`config.mk`:
```
export PLATFORM = sky130hd
export DESIGN_NAME = exe_cmd_sequencer_flat
export DESIGN_NICKNAME = d
export VERILOG_FILES = /design/src/rtl/exe_pkg.sv /design/src/rtl/exe_cmd_sequencer_if.sv /design/src/rtl/cmd_fifo.sv /design/src/rtl/exe_cmd_sequencer.sv /design/src/flat_wrapper.sv
export SDC_FILE = /design/constraint.sdc
export NUM_CORES = 1
export LEC_CHECK = 0
export ABC_AREA = 1
export BUFFER_PORTS_ARGS = -buffer_cell sky130_fd_sc_hd__clkbuf_2
export CAP_MARGIN = 30
export CORE_MARGIN = 8
export CORE_UTILIZATION = 55
export CTS_BUF_LIST = sky130_fd_sc_hd__clkbuf_8
export CTS_CLUSTER_SIZE = 16
export DETAILED_ROUTE_END_ITERATION = 16
export PLACE_DENSITY = 0.82
export SLEW_MARGIN = 20
export SYNTH_ARGS = -nofsm -noshare
export SYNTH_HDL_FRONTEND = slang
export SYNTH_SLANG_ARGS = --single-unit
```
`constraint.sdc`:
```
create_clock -name i_clk -period 2.8 [get_ports i_clk]
set_clock_uncertainty 0.05 [all_clocks]
set_input_delay 0.14 -clock i_clk [delete_from_list [all_inputs] [get_ports i_clk]]
set_output_delay 0.14 -clock i_clk [all_outputs]
set_load 0.05 [all_outputs]
```
`src/rtl/exe_pkg.sv`:
```
// Shared types and constants for the execution-unit command sequencer.
package exe_pkg;

    typedef enum logic [1:0] {
        IDLE,
        ISSUE,
        WAIT,
        RESP
    } seq_state_t;

    localparam int STAT_EVEN = 0;
    localparam int STAT_ONES = 1;
    localparam int STAT_OVF  = 2;
    localparam int STAT_ERR  = 3;

    localparam logic [7:0] ERR_CNT_MAX = 8'd255;

    function automatic logic [3:0] tag_next(input logic [3:0] t);
        return t + 4'd1;
    endfunction

endpackage

```
`src/rtl/exe_cmd_sequencer_if.sv`:
```
// Command and response valid/ready handshakes of the sequencer.
interface exe_cmd_sequencer_if #(
    parameter int M = 8
);

    logic         i_cmd_valid;
    logic         o_cmd_ready;
    logic [1:0]   i_cmd_op;
    logic [M-1:0] i_cmd_argA;
    logic [M-1:0] i_cmd_argB;
    logic         o_rsp_valid;
    logic         i_rsp_ready;
    logic [M-1:0] o_rsp_result;
    logic [3:0]   o_rsp_stat;
    logic [3:0]   o_rsp_tag;

    modport master (
        output i_cmd_valid,
        output i_cmd_op,
        output i_cmd_argA,
        output i_cmd_argB,
        output i_rsp_ready,
        input  o_cmd_ready,
        input  o_rsp_valid,
        input  o_rsp_result,
        input  o_rsp_stat,
        input  o_rsp_tag
    );

    modport slave (
        input  i_cmd_valid,
        input  i_cmd_op,
        input  i_cmd_argA,
        input  i_cmd_argB,
        input  i_rsp_ready,
        output o_cmd_ready,
        output o_rsp_valid,
        output o_rsp_result,
        output o_rsp_stat,
        output o_rsp_tag
    );

endinterface

```
`src/rtl/cmd_fifo.sv`:
```
// Synchronous command FIFO; full/empty come from the registered count only.
module cmd_fifo #(
    parameter int W     = 18,
    parameter int DEPTH = 4
) (
    input  logic         i_clk,
    input  logic         i_reset,
    input  logic         i_push,
    input  logic [W-1:0] i_wdata,
    input  logic         i_pop,
    output logic [W-1:0] o_rdata,
    output logic         o_full,
    output logic         o_empty
);

    localparam int AW = $clog2(DEPTH);
    localparam logic [AW-1:0] PTR_ONE  = 1;
    localparam logic [AW:0]   CNT_ONE  = 1;
    localparam logic [AW:0]   CNT_FULL = (AW+1)'(DEPTH);

    logic [W-1:0]  mem_q [DEPTH];
    logic [W-1:0]  mem_d [DEPTH];
    logic [AW-1:0] wptr_q, wptr_d;
    logic [AW-1:0] rptr_q, rptr_d;
    logic [AW:0]   count_q, count_d;
    logic          push_ok;
    logic          pop_ok;

    assign o_full  = (count_q == CNT_FULL);
    assign o_empty = (count_q == '0);
    assign o_rdata = mem_q[rptr_q];
    assign push_ok = i_push && !o_full;
    assign pop_ok  = i_pop && !o_empty;

    always_comb begin
        mem_d   = mem_q;
        wptr_d  = wptr_q;
        rptr_d  = rptr_q;
        count_d = count_q;
        if (push_ok) begin
            mem_d[wptr_q] = i_wdata;
            wptr_d        = wptr_q + PTR_ONE;
        end
        if (pop_ok) begin
            rptr_d = rptr_q + PTR_ONE;
        end
        unique case ({push_ok, pop_ok})
            2'b10:   count_d = count_q + CNT_ONE;
            2'b01:   count_d = count_q - CNT_ONE;
            default: count_d = count_q;
        endcase
    end

    always_ff @(posedge i_clk or negedge i_reset) begin
        if (!i_reset) begin
            for (int i = 0; i < DEPTH; i++) begin
                mem_q[i] <= '0;
            end
            wptr_q  <= '0;
            rptr_q  <= '0;
            count_q <= '0;
        end else begin
            mem_q   <= mem_d;
            wptr_q  <= wptr_d;
            rptr_q  <= rptr_d;
            count_q <= count_d;
        end
    end

endmodule

```
`src/rtl/exe_cmd_sequencer.sv`:
```
// Issues buffered commands to the execution unit one at a time and
// returns each registered result with a sequence tag.
module exe_cmd_sequencer
    import exe_pkg::*;
#(
    parameter int M     = 8,
    parameter int DEPTH = 4
) (
    input  logic                 i_clk,
    input  logic                 i_reset,
    exe_cmd_sequencer_if.slave   bus,
    output logic [1:0]           o_op,
    output logic [M-1:0]         o_argA,
    output logic [M-1:0]         o_argB,
    input  logic [M-1:0]         i_result,
    input  logic [3:0]           i_stat,
    output logic [7:0]           o_err_cnt,
    output logic                 o_busy
);

    localparam int W = 2 + 2*M;

    seq_state_t   state_q, state_d;
    logic [1:0]   op_q, op_d;
    logic [M-1:0] arga_q, arga_d;
    logic [M-1:0] argb_q, argb_d;
    logic [M-1:0] rsp_result_q, rsp_result_d;
    logic [3:0]   rsp_stat_q, rsp_stat_d;
    logic [3:0]   rsp_tag_q, rsp_tag_d;
    logic [3:0]   tag_q, tag_d;
    logic [7:0]   err_cnt_q, err_cnt_d;

    logic         push;
    logic         load;
    logic         capture;
    logic         full;
    logic         empty;
    logic [W-1:0] head;

    assign push = bus.i_cmd_valid && bus.o_cmd_ready;

    cmd_fifo #(
        .W     (W),
        .DEPTH (DEPTH)
    ) u_fifo (
        .i_clk   (i_clk),
        .i_reset (i_reset),
        .i_push  (push),
        .i_wdata ({bus.i_cmd_op, bus.i_cmd_argA, bus.i_cmd_argB}),
        .i_pop   (load),
        .o_rdata (head),
        .o_full  (full),
        .o_empty (empty)
    );

    always_comb begin
        state_d = state_q;
        load    = 1'b0;
        capture = 1'b0;
        unique case (state_q)
            IDLE: begin
                if (!empty) begin
                    load    = 1'b1;
                    state_d = ISSUE;
                end
            end
            ISSUE: state_d = WAIT;
            WAIT: begin
                capture = 1'b1;
                state_d = RESP;
            end
            RESP: begin
                if (bus.i_rsp_ready) begin
                    if (!empty) begin
                        load    = 1'b1;
                        state_d = ISSUE;
                    end else begin
                        state_d = IDLE;
                    end
                end
            end
            default: state_d = IDLE;
        endcase
    end

    // Drive registers change only on a load; response registers on capture.
    always_comb begin
        op_d         = op_q;
        arga_d       = arga_q;
        argb_d       = argb_q;
        rsp_result_d = rsp_result_q;
        rsp_stat_d   = rsp_stat_q;
        rsp_tag_d    = rsp_tag_q;
        tag_d        = tag_q;
        err_cnt_d    = err_cnt_q;
        if (load) begin
            op_d   = head[W-1 -: 2];
            arga_d = head[2*M-1 -: M];
            argb_d = head[M-1:0];
        end
        if (capture) begin
            rsp_result_d = i_result;
            rsp_stat_d   = i_stat;
            rsp_tag_d    = tag_q;
            tag_d        = tag_next(tag_q);
            if (i_stat[STAT_ERR] && (err_cnt_q != ERR_CNT_MAX)) begin
                err_cnt_d = err_cnt_q + 8'd1;
            end
        end
    end

    always_ff @(posedge i_clk or negedge i_reset) begin
        if (!i_reset) begin
            state_q      <= IDLE;
            op_q         <= '0;
            arga_q       <= '0;
            argb_q       <= '0;
            rsp_result_q <= '0;
            rsp_stat_q   <= '0;
            rsp_tag_q    <= '0;
            tag_q        <= '0;
            err_cnt_q    <= '0;
        end else begin
            state_q      <= state_d;
            op_q         <= op_d;
            arga_q       <= arga_d;
            argb_q       <= argb_d;
            rsp_result_q <= rsp_result_d;
            rsp_stat_q   <= rsp_stat_d;
            rsp_tag_q    <= rsp_tag_d;
            tag_q        <= tag_d;
            err_cnt_q    <= err_cnt_d;
        end
    end

    assign bus.o_cmd_ready  = !full;
    assign bus.o_rsp_valid  = (state_q == RESP);
    assign bus.o_rsp_result = rsp_result_q;
    assign bus.o_rsp_stat   = rsp_stat_q;
    assign bus.o_rsp_tag    = rsp_tag_q;

    assign o_op      = op_q;
    assign o_argA    = arga_q;
    assign o_argB    = argb_q;
    assign o_err_cnt = err_cnt_q;
    assign o_busy    = !empty || (state_q != IDLE);

endmodule

```
`src/flat_wrapper.sv`:
```
// flat-port wrapper written by rule: the top's interface ports become plain ports
module exe_cmd_sequencer_flat import exe_pkg::*;
#(
    parameter int M     = 8,
    parameter int DEPTH = 4
)
  (i_clk, i_reset, o_op, o_argA, o_argB, i_result, i_stat, o_err_cnt, o_busy, bus_i_cmd_valid, bus_i_cmd_op, bus_i_cmd_argA, bus_i_cmd_argB, bus_i_rsp_ready, bus_o_cmd_ready, bus_o_rsp_valid, bus_o_rsp_result, bus_o_rsp_stat, bus_o_rsp_tag);
  exe_cmd_sequencer_if #(.M(M)) bus_i ();
  input  logic i_clk;
  input  logic i_reset;
  output logic [1:0] o_op;
  output logic [M-1:0] o_argA;
  output logic [M-1:0] o_argB;
  input  logic [M-1:0] i_result;
  input  logic [3:0] i_stat;
  output logic [7:0] o_err_cnt;
  output logic o_busy;
  input wire logic [$bits(bus_i.i_cmd_valid)-1:0] bus_i_cmd_valid;
  input wire logic [$bits(bus_i.i_cmd_op)-1:0] bus_i_cmd_op;
  input wire logic [$bits(bus_i.i_cmd_argA)-1:0] bus_i_cmd_argA;
  input wire logic [$bits(bus_i.i_cmd_argB)-1:0] bus_i_cmd_argB;
  input wire logic [$bits(bus_i.i_rsp_ready)-1:0] bus_i_rsp_ready;
  output wire logic [$bits(bus_i.o_cmd_ready)-1:0] bus_o_cmd_ready;
  output wire logic [$bits(bus_i.o_rsp_valid)-1:0] bus_o_rsp_valid;
  output wire logic [$bits(bus_i.o_rsp_result)-1:0] bus_o_rsp_result;
  output wire logic [$bits(bus_i.o_rsp_stat)-1:0] bus_o_rsp_stat;
  output wire logic [$bits(bus_i.o_rsp_tag)-1:0] bus_o_rsp_tag;
  assign bus_i.i_cmd_valid = bus_i_cmd_valid;
  assign bus_i.i_cmd_op = bus_i_cmd_op;
  assign bus_i.i_cmd_argA = bus_i_cmd_argA;
  assign bus_i.i_cmd_argB = bus_i_cmd_argB;
  assign bus_i.i_rsp_ready = bus_i_rsp_ready;
  assign bus_o_cmd_ready = bus_i.o_cmd_ready;
  assign bus_o_rsp_valid = bus_i.o_rsp_valid;
  assign bus_o_rsp_result = bus_i.o_rsp_result;
  assign bus_o_rsp_stat = bus_i.o_rsp_stat;
  assign bus_o_rsp_tag = bus_i.o_rsp_tag;
  exe_cmd_sequencer #(.M(M), .DEPTH(DEPTH)) u_core (.i_clk(i_clk), .i_reset(i_reset), .bus(bus_i), .o_op(o_op), .o_argA(o_argA), .o_argB(o_argB), .i_result(i_result), .i_stat(i_stat), .o_err_cnt(o_err_cnt), .o_busy(o_busy));
endmodule
```
Word level (Yosys, flattened, before mapping)
Index checks and enable logic that the tools add are counted.

Input bits: 34. Register bits: 127.

Muxes and demuxes: 15. $add $sub $neg: 6. Reductions and logical operators: 14. Order comparisons: 3. Equality and inequality tests: 9. Bitwise gates (word level): 2.

Operators by type and width (number): $bwmux 72 (1); $mux 18 (3); $bmux 18 s2 (1); $demux 18 s2 (1); $add 8x1->8 const B (1); $ne 8x8->1 const B (1); $pmux 2 s4 (1); $eq 2x2->1 const B (3); $ge 3x3->1 const B (2); $not 2->3 (2); $pmux 3 s2 (1); $logic_and 1x1->1 (5); $add 2x1->2 const B (2); $add 4x1->4 const B (1); $eq 2x1->1 const B (2); $mux 1 (4); $mux 2 (2); $ne 2x2->1 const B (2); $reduce_and 2->1 (2); $reduce_bool 2->1 (2); $add 3x1->3 const B (1); $eq 3x3->1 const B (1); $logic_not 3->1 (1); $lt 3x1->1 const B (1); 5 further kinds (6).

Logic depth before layout (Yosys ltp)
Gate-level depths: netlist (run 1).

Word-level depth: 7. Gate-level depth with buffers: 14. Gate-level depth less buffers: 13.

Modules after synthesis
Synthesis (run 1) repeated with hierarchy kept, for this count alone.

Cell total of the unflattened synthesis: 705. Area, all modules: 6092.1 um2.

Modules (own cells, without submodules): cmd_fifo (cells an instance 495, times used 1, area each 3995.1 um2, sequential area each 1976.9 um2); exe_cmd_sequencer (cells an instance 210, times used 1, area each 2097.0 um2, sequential area each 1201.2 um2).

Worst setup path before layout (run 1)
No wires, ideal clock.

Kind: register to register. Start: register u_core.state_q[1]. End: register u_core.u_fifo.count_q[2]. Arrival: 2.342 ns. Required time: 2.671 ns. Cell stages (with the launch flop): 14. Path slack: 0.329 ns. Setup time: 0.079 ns. Path buffers: 1. Period minus slack after synthesis: 2.471 ns. Cell sequence: dfrtp_1 > ha_1 > nand2_1 > nand2_1 > nand3_1 > inv_1 > buf_2 > ha_1 > inv_1 > fa_1 > nor2_1 > nor2_1 > nand2_1 > xor2_1.

Word-level cells in the longest chain between the ends: 5.

Ends and longest elaborated chain: start, declared (RTL line exe_cmd_sequencer.sv:23) `seq_state_t state_q, state_d;`; start signal, assigned (RTL line exe_cmd_sequencer.sv:124) `state_q <= state_d;`; $eq 2x2->1 *; named net bus_o_rsp_valid (RTL line flat_wrapper.sv:24) `output wire logic [$bits(bus_i.o_rsp_valid)-1:0] bus_o_rsp_valid;`; $pmux 1 s2 * (RTL line exe_cmd_sequencer.sv:60) `unique case (state_q)`; $logic_and 1x1->1 * (RTL line cmd_fifo.sv:33) `assign pop_ok = i_pop && !o_empty;`; named net u_core.u_fifo.pop_ok (RTL line cmd_fifo.sv:27) `logic pop_ok;`; $eq 2x1->1 or $eq 2x2->1 (tied branches) (RTL line cmd_fifo.sv:47) `unique case ({push_ok, pop_ok})`; $pmux 3 s2 or $reduce_bool 2->1 (tied branches); end signal, assigned (RTL line cmd_fifo.sv:66) `count_q <= count_d;`; end, declared (RTL line cmd_fifo.sv:25) `logic [AW:0] count_q, count_d;`.

Mark *: on every way through the listed nets, which the timed path passes. The rest lies on a longest branch. A chain may end at the register's enable or synchronous reset.

Final worst setup path (run 1)
Start: register u_core.u_fifo.count_q[0]. End: register u_core.u_fifo.count_q[2].

Word-level cells in the longest chain between the ends: 7.

Ends and longest elaborated chain: $logic_not 3->1 (RTL line cmd_fifo.sv:30) `assign o_empty = (count_q == '0);`; $mux 1 (RTL line exe_cmd_sequencer.sv:62, exe_cmd_sequencer.sv:74); $mux 1 (RTL line exe_cmd_sequencer.sv:73) `if (bus.i_rsp_ready) begin`; $pmux 1 s2 (RTL line exe_cmd_sequencer.sv:60); $logic_and 1x1->1 (RTL line cmd_fifo.sv:33); $eq 2x1->1 or $eq 2x2->1 (tied branches) (RTL line cmd_fifo.sv:47); $pmux 3 s2 or $reduce_bool 2->1 (tied branches).

Parallel ways exist; a longest one is shown, timed or not.

==> metrics.md, run 1 <==
| Metric | Value |
|---|---|
| Dpl ws | `0.580 ns` |
| Syn Nets | `745` |
| Root Buffer | `clkbuf_8` |
| Number of synthesized flops with an enable pin | `0` |
| Most frequent CP cell | `nor2_1` |
| Worst Hold Depth | `6` |
| Most common cell in the netlist | `nand2_1` |
| Met1 Routed Length | `6220 um` |
| Slew at the pin closest to its max-slew limit | `0.695 ns` |
| Worst setup margin | `0.554 ns` |
| Met3 Routed Length | `935 um` |
| Power per cell area | `1290 nW/um^2` |
| Hold Crit Start | `bus_i_rsp_ready` |
| Antenna violations before repair | `0` |
| R2R Setup Slk | `0.55 ns` |
| Crit path largest cell delay | `0.44 ns` |
| Max Slew Vio Count | `0` |
| Crit path max-delay cell type | `fa_1` |
| DIE AREA | `14600 um^2` |
| CP cell instances | `nor2_2, nand2_4, nand2_8, ha_1, inv_1, fa_1, nor2_1, nor2_1, nand2_1, xor2_1` |
| Highest Signal Layer | `met4` |
| CTS tree | `yes` |
| Crit start category | `register` |
| Nets | `849` |
| Largest net degree at the start of global routing | `78` |
| Crit path max fanout | `44` |
| Hold Path Class | `input port to register` |
| Reg-to-Reg Start | `u_core.u_fifo.count_q[0]$_DFFE_PN0P_` |
| Worst-Skew Late Latency | `0.44 ns` |
| WL/cell | `14.7 um` |
| VDD IR-drop max | `0.000702 V` |
| Top cells by count, synth | `nand2_1 (309), dfrtp_1 (127), inv_1 (60)` |
| CTS clock-pin slew for the worst setup and hold paths | `0.07 ns` |
| Cell taking the most area after synthesis | `dfrtp_1` |
| RSZ-0062 raised after global routing | `no` |
| Top post-synthesis cells by area | `dfrtp_1 (52%), nand2_1 (19%), o21ai_2 (4.9%)` |
| Yosys top cell area share | `52.4%` |
| Starting DRT DRC Count | `425` |
| Synthesis Warnings | `0` |
| Vias in the first global route | `5050` |
| Ys async rst share | `100%` |
| Status | `finished clean` |
| GPL Wtd Cong | `0.785` |
| DP HPWL | `9000 um` |
| # rows | `38` |
| Total clock buffers created by CTS | `17` |
| # setup viols final | `0` |
| Clk sinks | `127` |
| Worst EP arrival | `2.56 ns` |
| Final Critical Period | `2.25 ns` |
| Core ar. | `10800 um^2` |
| Synth unique cells | `31` |
| I/O Pins | `79` |
| R2R cell count | `10` |
| Leakage power | `3.80 nW` |
| Die Span X | `121 um` |
| N_diodes | `0` |
| H-tree Lvls | `4` |
| Initial Util | `56.2%` |
| Syn_area_per_cell | `8.68 um^2` |
| Post-Route WL | `14000 um` |
| Post-route ant nets | `0` |
| Non-filler cells, final | `956` |
| Cells after synthesis | `699` |
| Grt ovf | `0` |
| Crit end category | `register` |
| #FFs+latches synth | `127` |
| Fin. Hold Viols | `0` |
| Area grow syn2layout | `18.8%` |
| MaxCap Viol Count | `0` |
| Die height | `121 um` |
| DRC | `0` |
| DRT Pass-1 Iters | `5` |
| Required time worst endpoint | `3.11 ns` |
| Global-route wire length before repair | `24300 um` |
| Leading register cell type out of synthesis | `dfrtp_1` |
| Setup CP Type | `register to register` |
| DR vias/cell | `5.23` |
| Setup TNS | `0 ns` |
| Number of port buffers | `78` |
| GRT Util Overall | `20.6%` |
| Layout cells sized above 1 | `19.7%` |
| Max clock buf depth | `2` |
| Placed cells | `893` |
| CTS resizes | `0` |
| Met2 routed WL | `6520 um` |
| Register area share after synthesis | `52.4%` |
| Max Clk Rate | `445 MHz` |
| Period utilisation layout | `80.2%` |
| Worst reg2reg endpoint | `u_core.u_fifo.count_q[2]$_DFFE_PN0P_` |
| Max-Slew Margin vs Limit | `53.7%` |
| Synth Cell Area | `6070 um^2` |
| Endpoint, Worst Hold | `u_core.state_q[0]$_DFFE_PN0P_` |
| DR vias | `5002` |
-- layout make-up --
class / count / area (um^2)
clock buffer: 19 / 262
clock inverter: 13 / 146
fill: 853 / 3590
inverter: 65 / 244
multi-input combinational: 475 / 2420
sequential: 127 / 3180
tap: 140 / 175
timing repair buffer: 117 / 776
-- critical path: cells and delay by family (launching register included) --
kind | cells | cell delay [ns]
flops | 1 | 0.43
fa+ha+maj | 2 | 0.67
buf+inv | 1 | 0.09
xor+xnor | 1 | 0.14
simple gates | 6 | 0.79
-- through the flow --
step	hold WS [ns]	util [%]	instance area (um^2)	power [mW]
floorplan	-0.206	-	6070	6.60
global placement	0.154	60.1	6490	7.40
detailed placement	0.163	60.1	6490	7.61
CTS	0.0442	66.8	7210	9.31
global route	0.0929	66.8	7210	9.98
finish	0.0776	66.8	7210	9.27
-- logic make-up (layout without fill, tap and decap cells) --
family	Yosys count	in the layout	synth area share [%]
fa+ha+maj	12	12	2.60
simple gates	336	336	22.6
compound gates	117	117	13.3
flops	127	127	52.4
buf+inv	97	214	7.63
xor+xnor	10	10	1.44
-- how the worst max path moves through the flow --
stage | slack, ns | from | end | cells past startpoint
final | 0.55 | u_core.u_fifo.count_q[0]$_DFFE_PN0P_ | u_core.u_fifo.count_q[2]$_DFFE_PN0P_ | 10
after global routing | 0.28 | u_core.state_q[1]$_DFFE_PN0P_ | u_core.u_fifo.count_q[2]$_DFFE_PN0P_ | 12
after CTS | 0.56 | u_core.u_fifo.count_q[0]$_DFFE_PN0P_ | u_core.u_fifo.count_q[2]$_DFFE_PN0P_ | 10
after detailed placement | 0.58 | u_core.u_fifo.count_q[0]$_DFFE_PN0P_ | u_core.u_fifo.count_q[2]$_DFFE_PN0P_ | 10
after global placement | 0.66 | u_core.u_fifo.count_q[0]$_DFFE_PN0P_ | u_core.u_fifo.count_q[2]$_DFFE_PN0P_ | 10
after floorplan | 0.33 | u_core.state_q[1]$_DFFE_PN0P_ | u_core.u_fifo.count_q[2]$_DFFE_PN0P_ | 13
-- cells in the final DEF (no fill, tap or decap), drive strengths merged --
master and n:
nand2 312, dfrtp 127, clkbuf 96, o21ai 79, inv 63, o211ai 37
dlygate4sd3 31, nor2 14, ha 11, clkinv 10, buf 9, nand3 7
xor2 7, xnor2 3, bufinv 3, clkinvlp 2, nand3b 1, nand4 1
a21oi 1, nor3 1, fa 1
-- registers in the layout (all words and copies together), names as in the netlist, 3 cells and up --
name / cells
u_core.u_fifo.count_q: 3
u_core.o_argA: 8
u_core.tag_q: 4
u_core.o_argB: 8
u_core.bus.o_rsp_tag: 4
u_core.bus.o_rsp_result: 8
u_core.u_fifo.mem_q: 72
u_core.bus.o_rsp_stat: 4
u_core.o_err_cnt: 8
-- layer usage --
metal,global-route usage [%],up-vias
li1,-,2407
met5,0,-
met1,26.4,2392
met3,4.56,35
met2,32.2,168
met4,10.5,0
-- where the power goes --
| part | switching [mW] | total [mW] | internal, mW |
|---|---|---|---|
| logic | 3.22 | 4.52 | 1.30 |
| registers | 0.428 | 3.13 | 2.70 |
| clock network | 0.707 | 1.62 | 0.913 |
| total | 4.35 | 9.27 | 4.92 |
-- repair_timing --
action | 4_1_cts | 5_1_grt
endpoints found under the hold margin | 134 | 0
setup endpoints to repair | 0 | 0
buffers inserted | 0 | 0
hold buffers | 31 | 0
No activity file was read; power rests on OpenSTA's default activity.
==> inputs of run 2 (changes only) <==
--- a/config.mk
+++ b/config.mk
@@ -9,11 +9,11 @@
 export BUFFER_PORTS_ARGS = -buffer_cell sky130_fd_sc_hd__clkbuf_2
 export CAP_MARGIN = 30
 export CORE_MARGIN = 8
-export CORE_UTILIZATION = 55
+export CORE_UTILIZATION = 54
 export CTS_BUF_LIST = sky130_fd_sc_hd__clkbuf_8
 export CTS_CLUSTER_SIZE = 16
 export DETAILED_ROUTE_END_ITERATION = 16
-export PLACE_DENSITY = 0.82
+export PLACE_DENSITY = 0.84
 export SLEW_MARGIN = 20
 export SYNTH_ARGS = -nofsm -noshare
 export SYNTH_HDL_FRONTEND = slang
==> constraint.sdc (replaced) <==
create_clock -name i_clk -period 1.9 [get_ports i_clk]
set_clock_uncertainty 0.05 [all_clocks]
set_input_delay 0.095 -clock i_clk [delete_from_list [all_inputs] [get_ports i_clk]]
set_output_delay 0.095 -clock i_clk [all_outputs]
set_load 0.05 [all_outputs]
==> run 2 against run 1 <==
Against the previous run: combinational power increased by 62%; routed wire length increased by 6.1%; largest cell class unchanged; largest power group unchanged; setup slack got worse by 0.72 ns; the run now ends with negative setup slack left; cell count increased by 2.3%; flip-flop and latch count unchanged.
==> metrics.md, run 2 (same netlist as run 1, synthesis figures left out) <==
| Metric | Value |
|---|---|
| Crit end category | `register` |
| Antenna violations before repair | `0` |
| Fin util | `69.8%` |
| Max-Slew Margin vs Limit | `60.3%` |
| Leakage power | `3.96 nW` |
| Status | `complete, but fails checks` |
| Initial Util | `55.7%` |
| # setup viols final | `2` |
| CP cell instances | `buf_6, ha_4, nand2_2, nand2_2, nand3_4, inv_4, ha_4, inv_4, fa_2, nor2_1, nor2_1, nand2_1, xor2_1` |
| CTS clock-pin slew for the worst setup and hold paths | `0.07 ns` |
| DR vias | `5112` |
| Global-route wire length before repair | `24800 um` |
| DIE AREA | `14900 um^2` |
| GPL Wtd Cong | `0.806` |
| RSZ-0062 raised after global routing | `yes` |
| VDD IR-drop max | `0.00109 V` |
| Crit path max-delay cell type | `dfrtp_1` |
| DP HPWL | `9810 um` |
| Design Area, Final | `7600 um^2` |
| Worst-Skew Late Latency | `0.43 ns` |
| Required time worst endpoint | `2.20 ns` |
| Total clock buffers created by CTS | `17` |
| Placed cells | `905` |
| # rows | `38` |
| Worst setup margin | `-0.170 ns` |
| Failing checks | `negative setup slack` |
| I/O Pins | `79` |
| Vias in the first global route | `5190` |
| Core ar. | `10900 um^2` |
| Layout cells sized above 1 | `23.7%` |
| Fin. Hold Viols | `0` |
| GRT Util Overall | `20.7%` |
| WL/cell | `15.2 um` |
| Period utilisation layout | `109%` |
| Largest Register | `u_core.u_fifo.mem_q` |
| Hold Path Class | `input port to register` |
| Nets | `871` |
| Post-Route WL | `14900 um` |
| Starting DRT DRC Count | `343` |
| DRC | `0` |
| WP buf/inv | `3` |
| Setup CP Type | `register to register` |
| Grt ovf | `0` |
| Pwr Total | `14.8 mW` |
| Fill cells | `799` |
| Crit start category | `register` |
| Number of port buffers | `78` |
| Max clock buf depth | `2` |
| H-tree Lvls | `4` |
| CTS tree | `yes` |
| Slew at the pin closest to its max-slew limit | `0.596 ns` |
| Die Span X | `122 um` |
| Leading cell type in the layout, fill and taps excluded | `nand2_1` |
| MaxCap Viol Count | `0` |
| DR vias/cell | `5.23` |
| Crit path largest cell delay | `0.43 ns` |
| Max Clk Rate | `483 MHz` |
| DRT Pass-1 Iters | `5` |
| Largest net degree at the start of global routing | `75` |
| Root Buffer | `clkbuf_8` |
| Non-filler cells, final | `978` |
| Area grow syn2layout | `25.3%` |
| N_diodes | `0` |
| Max Slew Vio Count | `0` |
| Clk sinks | `127` |
| Worst EP arrival | `2.37 ns` |
| Die height | `122 um` |
| Final Critical Period | `2.07 ns` |
| Most frequent cells in the layout | `nand2_1 (307), dfrtp_1 (125), clkbuf_2 (77)` |
| Post-route ant nets | `0` |
| Max reg flops | `72` |
| Power per cell area | `1950 nW/um^2` |
| Crit path max-delay family | `adder cells` |
| Placed Area | `6680 um^2` |
| Crit path max fanout | `4` |
run 2: worst register-to-register path: cells and delay by family, from the launching register on:
family                   cells  cell delay (ns)
adder cells (fa/ha/maj)      3             0.64
AND/OR/NAND/NOR              6             0.47
flip-flops                   1             0.43
buffers and inverters        3             0.25
XOR/XNOR                     1             0.15
run 2: timing repair:
action                                  in CTS  in global routing
hold endpoints to repair                   122                  0
buffers inserted                             4                  6
endpoints found under the setup margin       2                 23
gates resized for setup                      4                  9
hold buffers                                31                  0
pin swaps                                    0                  8
run 2: metal layers:
metal  vias to the layer above  GRT usage, %  part of all wire (%)  routed length [um]
li1                       2467             -                     -                   -
met1                      2455          25.2                    41                6160
met2                       164          34.9                    51                7550
met3                        26          4.95                   6.1                 904
met4                         0          8.17                   1.8                 264
met5                         -             0                     0                   0
run 2: through the flow:
stage | setup slack, ns | hold slack (ns) | setup TNS, ns
floorplan | -0.105 | -0.251 | -0.174
global placement | 0.0120 | 0.0799 | 0
detailed placement | -0.147 | 0.0899 | -0.215
CTS | -0.0235 | 0.0441 | -0.0235
global route | -0.240 | 0.0981 | -0.354
finish | -0.170 | 0.0922 | -0.183
run 2: cell type report:
cell class / instances / area, um^2 / area share [%]
clock buffers: 20 / 275 / 3.62
multi-input cells: 475 / 2490 / 32.7
well taps: 140 / 175 / 2.30
flip-flops and latches: 127 / 3180 / 41.8
clock inverters: 12 / 214 / 2.81
repair buffers: 139 / 1010 / 13.2
inverters: 65 / 263 / 3.46
run 2: report_power, final:
part,switching (mW),internal [mW]
Sequential,0.673,3.99
Clock,1.04,1.79
Combinational,4.96,2.36
Total,6.67,8.14
run 2: path summary, 6_finish.rpt:
path / startpoint / end / slack [ns] / cells past startpoint
min: bus_i_cmd_valid / u_core.u_fifo.count_q[1]$_DFFE_PN0P_ / 0.09 / 4
min reg2reg: u_core.tag_q[3]$_DFFE_PN0P_ / u_core.tag_q[3]$_DFFE_PN0P_ / 0.42 / 1
max reg2reg: u_core.state_q[0]$_DFFE_PN0P_ / u_core.u_fifo.count_q[2]$_DFFE_PN0P_ / -0.17 / 13
max: u_core.state_q[0]$_DFFE_PN0P_ / u_core.u_fifo.count_q[2]$_DFFE_PN0P_ / -0.17 / 13
max in group asynchronous: i_reset / u_core.tag_q[2]$_DFFE_PN0P_ / 0.95 / 3
min in group asynchronous: i_reset / u_core.u_fifo.mem_q[15]$_DFFE_PN0P_ / 0.16 / 2
==> inputs of run 3 (changes only) <==
--- a/config.mk
+++ b/config.mk
@@ -8,7 +8,6 @@
 export ABC_AREA = 1
 export BUFFER_PORTS_ARGS = -buffer_cell sky130_fd_sc_hd__clkbuf_2
 export CAP_MARGIN = 30
-export CORE_MARGIN = 8
 export CORE_UTILIZATION = 54
 export CTS_BUF_LIST = sky130_fd_sc_hd__clkbuf_8
 export CTS_CLUSTER_SIZE = 16
@@ -18,3 +17,4 @@
 export SYNTH_ARGS = -nofsm -noshare
 export SYNTH_HDL_FRONTEND = slang
 export SYNTH_SLANG_ARGS = --single-unit
+export TNS_END_PERCENT = 5
==> run 3 against run 2 <==
Against the previous run: the flow still finishes with violations (negative setup slack); die area fell by 22%; setup slack better by 0.10 ns; sequential power increased by 2%.
==> metrics.md, run 3 (same netlist as run 1, synthesis figures left out) <==
| Metric | Value |
|---|---|
| Hold Path Class | `input port to register` |
| CTS clock-pin slew for the worst setup and hold paths | `0.07 ns` |
| DP HPWL | `9270 um` |
| Max Slew Vio Count | `0` |
| H-tree Lvls | `4` |
| # setup viols final | `1` |
| Max Clk Rate | `508 MHz` |
| CP cell instances | `inv_2, ha_4, inv_2, nand3_2, inv_2, ha_4, inv_2, fa_2, nor2_1, nor2_1, nand2_1, xor2_1` |
| Most frequent CP cell | `inv_2` |
| CTS tree | `yes` |
| DR vias | `5111` |
| WP buf/inv | `4` |
| Global-route wire length before repair | `23700 um` |
| Area of the multi-input gates | `2480 um^2` |
| Antenna violations before repair | `0` |
| Setup TNS | `-0.0691 ns` |
| Crit path max-delay family | `adder cells` |
| Max-Slew Margin vs Limit | `64.7%` |
| Core ar. | `10900 um^2` |
| I/O Pins | `79` |
| Placed cells | `908` |
| Total clock buffers created by CTS | `17` |
| Power per cell area | `1890 nW/um^2` |
| Area grow syn2layout | `23.1%` |
| Worst-Skew Late Latency | `0.44 ns` |
| N_diodes | `0` |
| Crit start category | `register` |
| # rows | `38` |
| RSZ-0062 raised after global routing | `yes` |
| Clk sinks | `127` |
| Number of port buffers | `78` |
| Starting DRT DRC Count | `373` |
| Most frequent cells in the layout | `nand2_1 (308), dfrtp_1 (125), clkbuf_2 (77)` |
| DIE AREA | `11700 um^2` |
| GPL Wtd Cong | `0.803` |
| Worst EP arrival | `2.28 ns` |
| Crit path max fanout | `4` |
| Worst setup margin | `-0.0691 ns` |
| Post-Route WL | `14000 um` |
| Die height | `108 um` |
| GRT Util Overall | `26.3%` |
| Status | `complete, but fails checks` |
| DRC | `0` |
| Setup CP Type | `register to register` |
| MaxCap Viol Count | `0` |
| Failing checks | `negative setup slack` |
| Leading cell type in the layout, fill and taps excluded | `nand2_1` |
| Max reg flops | `72` |
| Nets | `867` |
| Crit path max-delay cell type | `dfrtp_1` |
| Post-route ant nets | `0` |
| Fill cells | `843` |
| Fin. Hold Viols | `0` |
| DRT Pass-1 Iters | `7` |
| Crit path largest cell delay | `0.43 ns` |
| DR vias/cell | `5.25` |
| Die Span X | `108 um` |
| Final Critical Period | `1.97 ns` |
| Grt ovf | `0` |
| Crit end category | `register` |
| WL/cell | `14.4 um` |
| Slew at the pin closest to its max-slew limit | `0.529 ns` |
| R2R Setup Slk | `-0.07 ns` |
| Layout cells sized above 1 | `23.3%` |
| Root Buffer | `clkbuf_8` |
| Vias in the first global route | `5173` |
| VDD IR-drop max | `0.00102 V` |
| Period utilisation layout | `104%` |
| Required time worst endpoint | `2.21 ns` |
| Initial Util | `55.7%` |
| Max clock buf depth | `2` |
| Largest net degree at the start of global routing | `44` |
| Leakage power | `3.89 nW` |
| Non-filler cells, final | `974` |
| Register area | `3180 um^2` |
| Largest Register | `u_core.u_fifo.mem_q` |
-- run 3: power breakdown --
part | internal [mW] | total (mW) | switching [mW]
Sequential | 3.98 | 4.74 | 0.762
Combinational | 2.27 | 7.00 | 4.73
Clock | 1.27 | 2.37 | 1.09
Total | 7.53 | 14.1 | 6.58
-- run 3: final timing paths --
kind,start,to,depth (start not counted)
min in group asynchronous,i_reset,u_core.u_fifo.mem_q[71]$_DFFE_PN0P_,2
min reg2reg,u_core.tag_q[3]$_DFFE_PN0P_,u_core.tag_q[3]$_DFFE_PN0P_,1
min,bus_i_rsp_ready,u_core.state_q[0]$_DFFE_PN0P_,5
max in group asynchronous,i_reset,u_core.o_argA[6]$_DFFE_PN0N_,3
max reg2reg,u_core.state_q[0]$_DFFE_PN0P_,u_core.u_fifo.count_q[2]$_DFFE_PN0P_,12
max,u_core.state_q[0]$_DFFE_PN0P_,u_core.u_fifo.count_q[2]$_DFFE_PN0P_,12
-- run 3: cell type report --
type                    count  share of cell area (%)
flip-flops and latches    127                    42.6
multi-input cells         475                    33.2
well taps                 140                    2.35
clock buffers              20                    3.69
clock inverters            12                    1.76
inverters                  65                    3.32
repair buffers            135                    13.1
-- run 3: what timing repair did --
| action | 4_1_cts | 5_1_grt |
|---|---|---|
| hold buffers | 31 | 0 |
| pin swaps | 0 | 4 |
| buffers inserted | 2 | 1 |
| resized for setup | 3 | 4 |
| endpoints found under the setup margin | 2 | 4 |
| hold endpoints to repair | 197 | 0 |
-- run 3: worst min-delay path, cell delays in order --
cell and delay (ns):
clkbuf_2 0.11, inv_1 0.05, nand2_1 0.07, o211ai_1 0.11, nand2_1 0.07
-- run 3: metal layers --
metal / track usage (%) / vias up / wire (um) / share of wire (%)
met5: 0 / - / 0 / 0
met4: 11.7 / 0 / 269 / 1.9
met3: 5.49 / 27 / 671 / 4.8
met2: 45.4 / 165 / 7260 / 52
met1: 31.6 / 2465 / 5850 / 42
li1: - / 2454 / - / -
-- run 3: stage by stage --
stage	util (%)	worst slack (ns)	instance area, um^2	hold slack (ns)	power (mW)
floorplan	-	-0.105	6110	-0.251	9.84
global placement	61.5	0.0120	6700	0.0466	11.2
detailed placement	61.5	-0.0822	6700	0.0589	11.6
CTS	68.3	-0.0497	7430	0.0229	14.1
global route	68.6	-0.127	7460	0.0650	15.1
finish	68.6	-0.0691	7460	0.0610	14.1
